--- config.mk ---
export PLATFORM = sky130hd
export DESIGN_NAME = imem_boot_loader
export DESIGN_NICKNAME = d
export VERILOG_FILES = /design/src/rtl/imem_boot_loader.sv
export SDC_FILE = /design/constraint.sdc
export NUM_CORES = 1
export LEC_CHECK = 0
export ABC_AREA = 0
export ABC_CLOCK_PERIOD_IN_PS = 4490
export CAP_MARGIN = 20
export CORE_MARGIN = 5
export CORE_UTILIZATION = 39
export CTS_CLUSTER_DIAMETER = 60
export DETAILED_ROUTE_END_ITERATION = 10
export PLACE_DENSITY = 0.59
export SLEW_MARGIN = 20
export SYNTH_ARGS = -nofsm -noshare
export SYNTH_HDL_FRONTEND = slang
export SYNTH_SLANG_ARGS = --single-unit
--- constraint.sdc ---
create_clock -name clk -period 4.49 [get_ports clk]
set_input_delay 0.6735 -clock clk [delete_from_list [all_inputs] [get_ports clk]]
set_output_delay 0.6735 -clock clk [all_outputs]
set_load 0.05 [all_outputs]
--- src/rtl/imem_boot_loader.sv ---
// rtl/imem_boot_loader.sv - boot-time byte loader for the instruction memory
// Packs a big-endian byte stream into 32-bit words, writes them, then releases the CPU.
module imem_boot_loader #(
  parameter int ADDR_W = 7
) (
  input  logic              clk,
  input  logic              rst_n,
  input  logic              ld_valid,
  input  logic [7:0]        ld_data,
  input  logic              ld_last,
  output logic              ld_ready,
  input  logic              reload,
  input  logic [ADDR_W-1:0] cpu_addr,
  output logic              cpu_stall,
  output logic              mem_we,
  output logic [ADDR_W-1:0] mem_waddr,
  output logic [31:0]       mem_wdata,
  output logic [ADDR_W-1:0] mem_raddr,
  output logic              boot_done,
  output logic [ADDR_W:0]   word_count,
  output logic              err_overflow
);

  typedef enum logic [1:0] {LOAD, WRITE, RUN} state_t;

  localparam logic [ADDR_W:0] FULL = {1'b1, {ADDR_W{1'b0}}};

  state_t      state, state_nx;
  logic [1:0]  bcnt;
  logic [31:0] wbuf, word_nx;
  logic        fin;
  logic        accept, word_end, full;

  assign accept    = ld_valid && (state == LOAD);
  assign word_end  = accept && ((bcnt == 2'd3) || ld_last);
  assign full      = (word_count == FULL);
  assign ld_ready  = rst_n && (state == LOAD);
  assign cpu_stall = !boot_done;
  assign mem_raddr = cpu_addr;

  // Byte 0 lands in the MSB lane; lanes not yet filled stay zero for padding.
  always_comb begin
    word_nx = wbuf;
    case (bcnt)
      2'd0:    word_nx[31:24] = ld_data;
      2'd1:    word_nx[23:16] = ld_data;
      2'd2:    word_nx[15:8]  = ld_data;
      default: word_nx[7:0]   = ld_data;
    endcase
  end

  always_ff @(posedge clk or negedge rst_n) begin
    if (!rst_n) state <= LOAD;
    else        state <= state_nx;
  end

  always_comb begin
    state_nx = state;
    case (state)
      LOAD:    if (word_end) state_nx = WRITE;
      WRITE:   state_nx = fin ? RUN : LOAD;
      RUN:     if (reload) state_nx = LOAD;
      default: state_nx = LOAD;
    endcase
  end

  always_ff @(posedge clk or negedge rst_n) begin
    if (!rst_n) begin
      bcnt         <= 2'd0;
      wbuf         <= 32'd0;
      fin          <= 1'b0;
      mem_we       <= 1'b0;
      mem_waddr    <= '0;
      mem_wdata    <= 32'd0;
      boot_done    <= 1'b0;
      word_count   <= '0;
      err_overflow <= 1'b0;
    end else begin
      mem_we <= 1'b0;
      case (state)
        LOAD: begin
          if (accept) begin
            wbuf <= word_nx;
            bcnt <= bcnt + 2'd1;
            if (word_end) begin
              mem_wdata <= word_nx;
              mem_waddr <= word_count[ADDR_W-1:0];
              mem_we    <= !full;
              fin       <= ld_last;
              if (full) err_overflow <= 1'b1;
            end
          end
        end
        WRITE: begin
          bcnt <= 2'd0;
          wbuf <= 32'd0;
          // Saturates at full depth so an oversize image reports exactly 2^ADDR_W.
          if (!full) word_count <= word_count + (ADDR_W+1)'(1);
          if (fin) begin
            boot_done <= 1'b1;
            fin       <= 1'b0;
          end
        end
        RUN: begin
          if (reload) begin
            word_count   <= '0;
            bcnt         <= 2'd0;
            err_overflow <= 1'b0;
            boot_done    <= 1'b0;
          end
        end
        default: ;
      endcase
    end
  end

endmodule
==> flow_summary.toml <==
[finish]
final_util_pct = 47.4
nNetsFinal = 473
nFillCells = 1005
n_antenna_cell = 0
drive_above_1_share_pct = 5.62
area_delta_synth_final_pct = 19.6

[timing]
drv_slew = 0
finalHoldViolCount = 0
fmax_mhz = 352
fin_skew_ns = 0.00858
rsz0062_at_grt = "no"
final-setup-viol-count = 0
slew_headroom_pct = 30.2
fin_tns_setup_ns = 0
hold_ws_ns = 0.310
fin_crit_sh_pct = 63.3
fin_crit_ns = 2.84
worstMarginPinSlew_ns = 1.05

[setup_path]
arrival_ns = 2.17
r2r-end = "mem_waddr[2]$_DFFE_PN0P_"
r2r-start = "state[0]$_DFFE_PN0P_"
crit_path_max_fanout = 46
endpoint_kind = "output pin"
critPathKind = "input pin to output pin"
crit_path_start_kind = "input pin"
cp.required_ns = 3.82
reg2reg_depth = 6
r2r_setup_slack_ns = 2.23

[grt]
grt.total_usage_pct = 16.3
grt_max_degree = 77
grt_pass1_wl_mm = 16.9
grt.overflow.total = 0
antenna_found_initial = 0
first_global_vias = 3166

[cts]
clock_sinks = 87
path_clk_slew_ns = 0.08
cts_buffers = 9
cts-root-buf = "clkbuf_8"
cts_tree = "done"
cts_setup_buffers = 0
worstSkewPairLatency_ns = 0.36
ctsResizeCount = 0
hold_buffers = 0
ctsLongestPathBuffers = 2
cts_htree_levels = 3

[die]
initial_core_util_pct = 39.6
core-area_mm2 = 0.0108
die_y_um = 115
dieArea_mm2 = 0.0132
dieWidth_um = 115
ios = 79
rows = 38

[yosys]
synthTopCellsByArea = "dfrtp_1, mux2i_1, a22o_1, o21ai_0, o2bb2ai_1"
synth_compound_area_share_pct = 21.4
ys_seq_area_share_pct = 50.9
synth_cell_types = 35
synth-simple-area-share_pct = 9.27
yosys.area_share.adder_pct = 3.51
synth_cells = 395
syn-cell-area_mm2 = 0.00428
synth_top_area_cell = "dfrtp_1"
synth_top_family_by_area = "compound AO/OA/AOI/OAI gates"
ys_seq_elements = 87
synth_top_area_share_pct = 50.9
synthMuxAreaShare_pct = 10.0
ys.flop_type = "dfrtp_1"
async_flop_share_pct = 100
synth-edff-count = 0
synth_common_cells = "dfrtp_1, nand2_1, o21ai_0, a22o_1, mux2i_1"
yosys_warnings = 0
syn_nets = 427
synthMostInstantiatedCell = "dfrtp_1"
synthXorXnorAreaFrac_pct = 0
avgSynthCellArea_um2 = 10.8

[route]
wl_per_cell_um = 17.5
ant_nets = 0
dr.pass1.iters = 4
dr_wl_met2_mm = 4.67
via_per_inst = 5.37
routedLengthMet1_mm = 4.96
routed_wirelength_mm = 10.2
drc_errors = 0
routed.top_layer = "met4"
wl_met3_um = 463
first_iter_violations = 158
vias = 3139

[power_and_ir_drop]
power_mw = 3.95
ir_worst_vdd_uv = 360
power.leakage_nw = 2.21
power.density_mw_per_mm2 = 772

[status]
status = "finished, final reports clean"

[placement]
port_buffers = 64
gp_congestion = 0.790
dp_hpwl_mm = 6.91

[flow_run]
max_cap_violations = 0

[worst_hold_path]
hp-class = "input pin to asynchronous set/reset pin"
[sequential cells by signal, summed over array words and instances (netlist names)]
signal,cells
wbuf,32
bcnt,2
fin,1
state,2
word_count,8
mem_wdata,32
mem_waddr,7
mem_we,1
boot_done,1
err_overflow,1
[per-stage QoR]
step                worst slack, ns  std cells  instance area (µm²)
CTS                            1.60        585                 5120
global placement               1.59        570                 4950
finish                         1.65        585                 5120
detailed placement             1.60        570                 4950
global route                   1.48        585                 5120
floorplan                      2.01        395                 4280
[cell families (layout without fill, tap and decap cells)]
group                    Yosys count  in the layout
AO/OA/AOI/OAI                    127            127
flip-flops                        87             87
AND/OR/NAND/NOR                   82             82
buffers and inverters             45             95
multiplexers                      42             42
adder cells (fa/ha/maj)           12             12
[worst max-delay path, stage by stage]
cell and delay, ns:
buf_4 0.46, and2_1 0.21, clkdlybuf4s50_1 0.80
[layer usage]
metal / up-vias / track usage [%]
li1: 1532 / -
met1: 1524 / 24.0
met2: 69 / 24.6
met3: 14 / 2.42
met4: 0 / 5.56
met5: - / 0
[how the worst max path moves through the flow]
stage | from | depth (start not counted) | end
floorplan | state[0]$_DFFE_PN0P_ | 6 | ld_ready
global placement | rst_n | 3 | ld_ready
detailed placement | ld_valid | 4 | bcnt[0]$_DFFE_PN0P_
CTS | rst_n | 3 | ld_ready
global route | rst_n | 3 | ld_ready
finish | rst_n | 3 | ld_ready
[cells in the final DEF (no fill, tap or decap), types with 2 or more instances in the layout]
master           instances
nand2_1                 46
o211ai_1                 6
nand2b_1                12
mux2i_1                 36
nor2b_1                  4
buf_4                    4
or4_1                    3
inv_1                   13
clkinv_2                 3
clkdlybuf4s50_1         63
a21oi_1                  6
ha_1                    12
o2bb2ai_1               24
a22o_1                  40
o21ai_0                 43
nand3_1                  6
dfrtp_1                 87
nor3_1                   2
mux2_2                   6
nor2_1                   3
clkbuf_8                10
[final cells by class]
class                      count  area [µm²]  share of cell area [%]
sequential                    87        2180                    42.6
inverter                      13        48.8                   0.954
clock inverter                 4        22.5                   0.440
tap                          140         175                    3.42
timing repair buffer          67         661                    12.9
multi-input combinational    263        1890                    37.0
clock buffer                  11         141                    2.76
[report_power, final]
group | total, mW | switching [mW] | internal [mW] | leakage, nW
Sequential | 1.29 | 0.220 | 1.07 | 1.14
Combinational | 2.18 | 1.41 | 0.771 | 0.984
Clock | 0.480 | 0.269 | 0.211 | 0.0850
Total | 3.95 | 1.90 | 2.05 | 2.21
No activity file was read; power rests on OpenSTA's default activity.
